**src/rtl/ifetch_ctrl_if.sv**
```systemverilog
// Bundle of cache-side and consumer-side signals of the instruction fetch controller.
// master is the fetch controller; slave is the cache/decoder environment.
interface ifetch_ctrl_if #(
    parameter int QDEPTH = 16
);
    localparam int CNT_W = $clog2(QDEPTH) + 1;

    logic [31:0]      Ic_pc;
    logic             Ic_rd_en;
    logic [127:0]     Ic_dout;
    logic             Ic_dout_valid;
    logic             Branch_valid;
    logic [31:0]      Branch_addr;
    logic             Deq_en;
    logic [31:0]      Instr;
    logic [31:0]      Instr_pc;
    logic             Instr_valid;
    logic [CNT_W-1:0] Q_count;

    modport master (
        output Ic_pc, Ic_rd_en, Instr, Instr_pc, Instr_valid, Q_count,
        input  Ic_dout, Ic_dout_valid, Branch_valid, Branch_addr, Deq_en
    );

    modport slave (
        input  Ic_pc, Ic_rd_en, Instr, Instr_pc, Instr_valid, Q_count,
        output Ic_dout, Ic_dout_valid, Branch_valid, Branch_addr, Deq_en
    );
endinterface

```
**src/rtl/ifetch_ctrl.sv**
```systemverilog
// Instruction fetch controller: requests 16-byte cache lines, enqueues the words into a
// circular {pc, instr} queue and handles branch redirects with a one-cycle bubble.
module ifetch_ctrl #(
    parameter logic [31:0] RESET_PC = 32'h0000_0000,
    parameter int          QDEPTH   = 16
) (
    input  logic          clk,
    input  logic          reset,
    ifetch_ctrl_if.master bus
);
    localparam int PTR_W = $clog2(QDEPTH);
    localparam int CNT_W = PTR_W + 1;

    typedef enum logic [1:0] {
        RUN   = 2'd0,
        HOLD  = 2'd1,
        REDIR = 2'd2
    } state_t;

    state_t           state_reg, state_next;
    logic [31:0]      fetch_pc_reg, fetch_pc_next;
    logic [1:0]       skip_reg, skip_next;
    logic [PTR_W-1:0] head_reg, head_next;
    logic [PTR_W-1:0] tail_reg, tail_next;
    logic [CNT_W-1:0] count_reg, count_next;
    logic [31:0]      instr_reg, instr_next;
    logic [31:0]      instr_pc_reg, instr_pc_next;

    logic [31:0] mem_instr [QDEPTH];
    logic [31:0] mem_pc    [QDEPTH];

    logic             rd_en;
    logic             accept;
    logic             pop;
    logic             flush;
    logic [2:0]       n_acc;
    logic [3:0]       lane_mask;
    logic [3:0]       lane_we;
    logic [CNT_W-1:0] free_now;
    logic [CNT_W-1:0] free_next;

    logic [PTR_W-1:0] lane_addr  [4];
    logic [31:0]      lane_instr [4];
    logic [31:0]      lane_pc    [4];

    // Low address bits only select the first word via skip; keep them visibly consumed.
    logic unused_addr_bits;
    assign unused_addr_bits = ^bus.Branch_addr[1:0];

    // Lane gi carries the word at line offset gi; it lands (gi - skip) slots past the tail.
    generate
        for (genvar gi = 0; gi < 4; gi++) begin : g_lane
            assign lane_addr[gi]  = tail_reg + PTR_W'(2'(gi) - skip_reg);
            assign lane_instr[gi] = bus.Ic_dout[127-32*gi -: 32];
            assign lane_pc[gi]    = fetch_pc_reg + 32'(4 * gi);
        end
    endgenerate

    always_comb begin
        free_now = CNT_W'(QDEPTH) - count_reg;
        rd_en    = (state_reg == RUN) && !reset && (free_now >= CNT_W'(4));
        flush    = bus.Branch_valid;
        accept   = rd_en && bus.Ic_dout_valid && !bus.Branch_valid;
        pop      = bus.Deq_en && (count_reg != '0) && !bus.Branch_valid;

        lane_mask = 4'b1111;
        n_acc     = 3'd4;
        case (skip_reg)
            2'd1:    begin lane_mask = 4'b1110; n_acc = 3'd3; end
            2'd2:    begin lane_mask = 4'b1100; n_acc = 3'd2; end
            2'd3:    begin lane_mask = 4'b1000; n_acc = 3'd1; end
            default: begin lane_mask = 4'b1111; n_acc = 3'd4; end
        endcase
        lane_we = accept ? lane_mask : 4'b0000;
        if (!accept) begin
            n_acc = 3'd0;
        end

        if (flush) begin
            count_next    = '0;
            head_next     = '0;
            tail_next     = '0;
            fetch_pc_next = {bus.Branch_addr[31:4], 4'b0000};
            skip_next     = bus.Branch_addr[3:2];
        end else begin
            count_next    = count_reg + CNT_W'(n_acc) - CNT_W'(pop);
            head_next     = head_reg + PTR_W'(pop);
            tail_next     = tail_reg + PTR_W'(n_acc);
            fetch_pc_next = accept ? fetch_pc_reg + 32'd16 : fetch_pc_reg;
            skip_next     = accept ? 2'd0 : skip_reg;
        end
        free_next = CNT_W'(QDEPTH) - count_next;

        // Head output is registered, so forward a word being written into the new head slot.
        instr_next    = mem_instr[head_next];
        instr_pc_next = mem_pc[head_next];
        for (int l = 0; l < 4; l++) begin
            if (lane_we[l] && (lane_addr[l] == head_next)) begin
                instr_next    = lane_instr[l];
                instr_pc_next = lane_pc[l];
            end
        end
    end

    always_comb begin
        state_next = state_reg;
        if (bus.Branch_valid) begin
            state_next = REDIR;
        end else begin
            case (state_reg)
                RUN, HOLD: state_next = (free_next >= CNT_W'(4)) ? RUN : HOLD;
                REDIR:     state_next = RUN;
                default:   state_next = RUN;
            endcase
        end
    end

    always_ff @(posedge clk) begin
        if (reset) begin
            state_reg    <= RUN;
            fetch_pc_reg <= RESET_PC;
            skip_reg     <= 2'd0;
            head_reg     <= '0;
            tail_reg     <= '0;
            count_reg    <= '0;
            instr_reg    <= '0;
            instr_pc_reg <= '0;
        end else begin
            state_reg    <= state_next;
            fetch_pc_reg <= fetch_pc_next;
            skip_reg     <= skip_next;
            head_reg     <= head_next;
            tail_reg     <= tail_next;
            count_reg    <= count_next;
            instr_reg    <= instr_next;
            instr_pc_reg <= instr_pc_next;
        end
    end

    always_ff @(posedge clk) begin
        for (int l = 0; l < 4; l++) begin
            if (lane_we[l]) begin
                mem_instr[lane_addr[l]] <= lane_instr[l];
                mem_pc[lane_addr[l]]    <= lane_pc[l];
            end
        end
    end

    assign bus.Ic_pc       = fetch_pc_reg;
    assign bus.Ic_rd_en    = rd_en;
    assign bus.Instr       = instr_reg;
    assign bus.Instr_pc    = instr_pc_reg;
    assign bus.Instr_valid = (count_reg != '0);
    assign bus.Q_count     = count_reg;
endmodule

```
**src/flat_wrapper.sv**
```systemverilog
// flat-port wrapper written by rule: the top's interface ports become plain ports
module ifetch_ctrl_flat 
#(
    parameter logic [31:0] RESET_PC = 32'h0000_0000,
    parameter int          QDEPTH   = 16
)
  (clk, reset, bus_Ic_pc, bus_Ic_rd_en, bus_Instr, bus_Instr_pc, bus_Instr_valid, bus_Q_count, bus_Ic_dout, bus_Ic_dout_valid, bus_Branch_valid, bus_Branch_addr, bus_Deq_en);
  ifetch_ctrl_if #(.QDEPTH(QDEPTH)) bus_i ();
  input  logic clk;
  input  logic reset;
  output wire logic [$bits(bus_i.Ic_pc)-1:0] bus_Ic_pc;
  output wire logic [$bits(bus_i.Ic_rd_en)-1:0] bus_Ic_rd_en;
  output wire logic [$bits(bus_i.Instr)-1:0] bus_Instr;
  output wire logic [$bits(bus_i.Instr_pc)-1:0] bus_Instr_pc;
  output wire logic [$bits(bus_i.Instr_valid)-1:0] bus_Instr_valid;
  output wire logic [$bits(bus_i.Q_count)-1:0] bus_Q_count;
  input wire logic [$bits(bus_i.Ic_dout)-1:0] bus_Ic_dout;
  input wire logic [$bits(bus_i.Ic_dout_valid)-1:0] bus_Ic_dout_valid;
  input wire logic [$bits(bus_i.Branch_valid)-1:0] bus_Branch_valid;
  input wire logic [$bits(bus_i.Branch_addr)-1:0] bus_Branch_addr;
  input wire logic [$bits(bus_i.Deq_en)-1:0] bus_Deq_en;
  assign bus_Ic_pc = bus_i.Ic_pc;
  assign bus_Ic_rd_en = bus_i.Ic_rd_en;
  assign bus_Instr = bus_i.Instr;
  assign bus_Instr_pc = bus_i.Instr_pc;
  assign bus_Instr_valid = bus_i.Instr_valid;
  assign bus_Q_count = bus_i.Q_count;
  assign bus_i.Ic_dout = bus_Ic_dout;
  assign bus_i.Ic_dout_valid = bus_Ic_dout_valid;
  assign bus_i.Branch_valid = bus_Branch_valid;
  assign bus_i.Branch_addr = bus_Branch_addr;
  assign bus_i.Deq_en = bus_Deq_en;
  ifetch_ctrl #(.RESET_PC(RESET_PC), .QDEPTH(QDEPTH)) u_core (.clk(clk), .reset(reset), .bus(bus_i));
endmodule
```
**config.mk**
```make
export PLATFORM = sky130hd
export DESIGN_NAME = ifetch_ctrl_flat
export DESIGN_NICKNAME = d
export VERILOG_FILES = /design/src/rtl/ifetch_ctrl_if.sv /design/src/rtl/ifetch_ctrl.sv /design/src/flat_wrapper.sv
export SDC_FILE = /design/constraint.sdc
export NUM_CORES = 2
export LEC_CHECK = 0
export ABC_AREA = 1
export CAP_MARGIN = 20
export CORE_MARGIN = 2
export CORE_UTILIZATION = 35
export DETAILED_ROUTE_END_ITERATION = 6
export HOLD_SLACK_MARGIN = 0.03
export REMOVE_ABC_BUFFERS = 1
export SLEW_MARGIN = 20
export SYNTH_ARGS = -nofsm -noshare
export SYNTH_HDL_FRONTEND = slang
export SYNTH_SLANG_ARGS = --single-unit
```
**constraint.sdc**
```tcl
create_clock -name clk -period 13.2 [get_ports clk]
set_clock_uncertainty 0.15 [all_clocks]
set_input_delay 1.32 -clock clk [delete_from_list [all_inputs] [get_ports clk]]
set_output_delay 1.32 -clock clk [all_outputs]
set_load 0.005 [all_outputs]
```
# == After elaboration in Yosys (flattened, before gate mapping) ==
# Memory sizes are Yosys's and may differ from the RTL's. A register that Yosys moved wholly into a read port is not among the register bits.
# Index checks and enable logic that the tools add are counted.
# Widths: inputs -> output; s select.
# word_totals
n_memories,2
reg_bits,49
mem_bits_rw,1024
input_bits,165
wordCells,70
out_inout_bits,103
# op_classes
bitwise_logic,1
magnitude_cmp,2
add_sub_neg,18
n_reduce_logical,14
mux,21
eq_ne,4
# memory_table
memory,depth,width,rd,rd_ports_with_merged_regs,write_ports,line_no,rtl
u_core.mem_instr,16,32,1,1,4,ifetch_ctrl.sv:29,logic [31:0] mem_instr [QDEPTH];
u_core.mem_pc,16,32,1,1,4,ifetch_ctrl.sv:30,logic [31:0] mem_pc [QDEPTH];
# ops
op,n
$add 32x4->32 const B,2
$mux 32,2
$add 32x3->32 const B,1
$add 32x5->32 const B,1
$pmux 3 s3,2
$add 4x4->4,4
$ge 5x3->1 const B,2
$sub 5x5->5 const A,2
$mux 1,9
$mux 2,4
$mux 4,2
$logic_and 1x1->1,6
$sub 1x2->3 const A,2
$sub 2x2->3 const A,2
$add 5x3->5,1
$mux 5,1
$reduce_bool 5->1,1
$sub 5x1->5,1
$add 4x1->4,1
$add 4x3->4,1
$eq 2x1->1 const B,2
$eq 2x2->1 const B,2
$reduce_or 2->1,2
$mux 3,1
5 further kinds,6

# == Logic depth before layout (Yosys ltp) ==
# logic_depth
ltp_word,14
ltp_mapped,24
mapped_depth_nobuf,23

# == Least setup slack after synthesis ==
# OpenSTA, ideal clock, no wires.
# synth_path
path_kind,input to register
from,input reset
to,memory u_core.mem_instr[3][0] (enable)
arrival_time_ns,9.629
setup_time_ns,0.695
cell_stages,7
n_path_buf,2
required_time_ns,12.355
slack_ns,2.726
path_cell_list,clkbuf_1 > nor3_4 > nand4_4 > nor2_1 > buf_2 > nand2_1 > o311ai_0
# synth_rtl
element,line_no,rtl
start: declaration,flat_wrapper.sv:10,input logic reset;
end: declaration,ifetch_ctrl.sv:29,

# == Worst setup path in the final report ==
# layout_path
from,input bus_Branch_valid
to,"register u_core.instr_pc_reg[22], in the netlist u_core.bus.Instr_pc[22], read port of u_core.mem_pc"
# layout_via
elab_chain_len,4
# layout_rtl
element,line_no,rtl
start: declaration,flat_wrapper.sv:19,input wire logic [$bits(bus_i.Branch_valid)-1:0] bus_Branch_valid;
$logic_not 1->1,ifetch_ctrl.sv:64,pop = bus.Deq_en && (count_reg != '0) && !bus.Branch_valid;
$logic_and 1x1->1,ifetch_ctrl.sv:64,
$add 4x1->4,ifetch_ctrl.sv:87,head_next = head_reg + PTR_W'(pop);
$mux 4 *,ifetch_ctrl.sv:79,if (flush) begin
end: declaration,ifetch_ctrl.sv:27,"logic [31:0] instr_pc_reg, instr_pc_next;"
# Mark *: on every way between the ends. The rest lies on a longest branch, timed or not.
# A chain may end at the register's enable or synchronous reset.

==> reports/metrics.yaml <==
io_pins: 268
dr.pass1.iters: 7
grt_pass1_vias: 54500
final_util: 0.399
ys_seq_elements: 1099
cpMaxStageDelayCell: "buf_4"
power_density_nw_per_um2: 126
p_total_uw: 8830
vias: 59500
overflow: 0
whs_ns: 0.418
crit_top_cell: "nand2_1"
status: "finished clean"
whs_endpoint: "u_core.state_reg[0]$_SDFF_PP0_"
layout_common_cells: "nand2_1, edfxtp_1, o21ai_0"
critical_path_buf_inv_count: 6
antenna_found_initial: 15
die-area_um2: 180000
finalHoldViolCount: 0
post_cts_buffers: 0
r2r_cells: 24
cts_tree: "done"
layout.cells.non_filler: 9964
hold_start: "u_core.state_reg[1]$_SDFF_PP0_"
power.leakage_uw: 0.0276
slew_headroom: 0.171
ys_seq_area_frac: 0.516
crit_chain: "clkdlybuf4s50_1, buf_4, nor2_1, ha_1, ha_1, inv_1, nor2_4, buf_4, nand2_1, nand2_1, nand2_1, nor3b_1, nand3_4, buf_4, nand2_2, nor2_4, buf_4, nand2_1, nand2_1, nor2_1"
synth_cells: 7674
drc: 0
cp_max_fo: 75
nets: 7709
core_um2: 176000
drv_cap: 0
postCtsHoldBufs: 0
synth_area_leaders: "edfxtp_1, nand2_1, o211ai_1, o21ai_0, nor2_1"
crit_family: "simple AND/OR/NAND/NOR gates"
irDropWorstVdd_mv: 0.118
synth-edff-count: 992
synth.largest_area_cell: "edfxtp_1"
post_drt_wl_per_cell_um: 26.8
first_iter_violations: 9200
grt.total_usage: 0.287
fmax_mhz: 141
place_inst: 9729
clkTransAtPathRegs_ns: 0.06
post_cts_resized: 0
gp_congestion: 0.899
tightest_slew_ns: 1.24
final_common_cell: "nand2_1"
start_util: 0.352
rsz0062_at_grt: "false"
drive_gt1_frac: 0.0558
fin_crit_ns: 7.07
largest_reg_flops: 512
cts_root_buffer: "clkbuf_16"
numClockSinks: 1099
port_buffers: 259
cp-end-kind: "register"
row_count: 154
reg2reg_from: "u_core.bus.Q_count[3]$_SDFF_PP0_"
via_per_inst: 5.97
min_period_over_period: 0.535
synthArstFlopShare: 0
insertion_delay_ns: 0.81
grt_max_degree: 197
grt_pass1_wl_mm: 379
die_h_um: 424
dp_hpwl_mm: 139
clockBufferDepth: 3
rrSetupSlack_ns: 6.68
critical-path-max-stage-delay_ns: 1.00
final_area_um2: 70200
yosysTopAreaCellShare: 0.482
syn_area_um2: 61800
yosys_warnings: 0
setup_viol: 0
dpl-instance-area_um2: 66000
cts_max_level: 3
worstReg2RegEnd: "u_core.bus.Instr_pc[22]$_SDFF_PP0_"
drtAntennaViolNets: 0
postRouteWirelength_mm: 267
hp-class: "register to register"
cp_data_arrival_time_ns: 7.62
synthFlopType: "edfxtp_1"
worstHoldPathCells: 3
numCtsBuffers: 119
syn2layout_area_growth_pct: 13.5
drv_slew: 0
crit_required_ns: 13.76
die_width_um: 424
synth.avg_cell_area_um2: 8.06
start_kind: "input port"
ys_types: 47
crit_type: "input port to register"
## synth_stat cells (3+ instances only)
cell / n
o21ai_0: 830
a21oi_1: 88
edfxtp_1: 992
inv_1: 415
o22ai_1: 21
xor2_1: 10
nand4_1: 45
inv_2: 8
o21ai_1: 127
xnor2_1: 4
a31oi_1: 12
o221ai_1: 47
or2_2: 4
buf_1: 96
dfxtp_1: 107
o211ai_1: 560
nand3_1: 416
nor2_1: 699
buf_4: 11
clkbuf_1: 420
buf_6: 4
nor3_1: 6
buf_2: 159
nand2_2: 5
nor4_1: 3
fa_1: 6
ha_1: 26
nor2_4: 3
o311ai_0: 6
nor2_2: 7
nand2_1: 2517
## routing by layer
metal | global-route usage | up-vias | routed length (µm)
li1 | - | 25800 | -
met1 | 0.364 | 28000 | 97300
met2 | 0.439 | 4661 | 116000
met3 | 0.0787 | 1011 | 36000
met4 | 0.161 | 16 | 17600
met5 | 0.00291 | - | 138
## layout make-up
type	instances	area, µm²
Antenna cell	5	12.5
Clock buffer	147	3170
Clock inverter	81	977
Fill cell	17500	106000
Inverter	425	1620
Multi-Input combinational cell	5465	25900
Sequential cell	1099	31900
Tap cell	2340	2930
Timing Repair Buffer	402	3720
## where the power goes
part           switching (µW)  internal [µW]
Clock                    1540           2070
Sequential               57.6           3910
Combinational             876            372
Total                    2470           6350
## metrics by stage
stage	TNS [ns]	setup slack [ns]
finish	0	6.13
global route	0	6.07
CTS	0	6.46
detailed placement	0	5.67
global placement	0	5.76
floorplan	-25.53	-0.850
## tightest hold or removal path, stage by stage, from the launching register on
cell and delay [ns]:
dfxtp_1 0.37, nor2_1 0.06, nand2_1 0.06, nor2_1 0.03
## how the worst max path moves through the flow
stage | startpoint | end | slack [ns] | depth (start not counted)
after floorplan | bus_Deq_en | u_core.bus.Instr_pc[10]$_SDFF_PP0_ | -0.85 | 16
after global placement | bus_Branch_valid | u_core.bus.Instr_pc[27]$_SDFF_PP0_ | 5.76 | 20
after detailed placement | bus_Branch_valid | u_core.bus.Instr_pc[16]$_SDFF_PP0_ | 5.67 | 20
after CTS | bus_Branch_valid | u_core.bus.Instr_pc[16]$_SDFF_PP0_ | 6.46 | 20
after global routing | bus_Branch_valid | u_core.bus.Instr_pc[24]$_SDFF_PP0_ | 6.07 | 20
final | bus_Branch_valid | u_core.bus.Instr_pc[22]$_SDFF_PP0_ | 6.13 | 20
## cell families (layout without fill, tap and decap cells)
kind of cell / after synthesis / count (layout) / synth area share
AOI/OAI and AO/OA: 1700 / 1700 / 0.165
xor gates and xnor gates: 14 / 14 / 0.00198
adders and majority gates: 32 / 32 / 0.00720
buffers and inverters: 1115 / 1055 / 0.0721
DFF: 1099 / 1099 / 0.516
other: 1 / 11 / 0.0000606
and+or+nand+nor: 3713 / 3713 / 0.238
No activity file was read; power rests on OpenSTA's default activity.
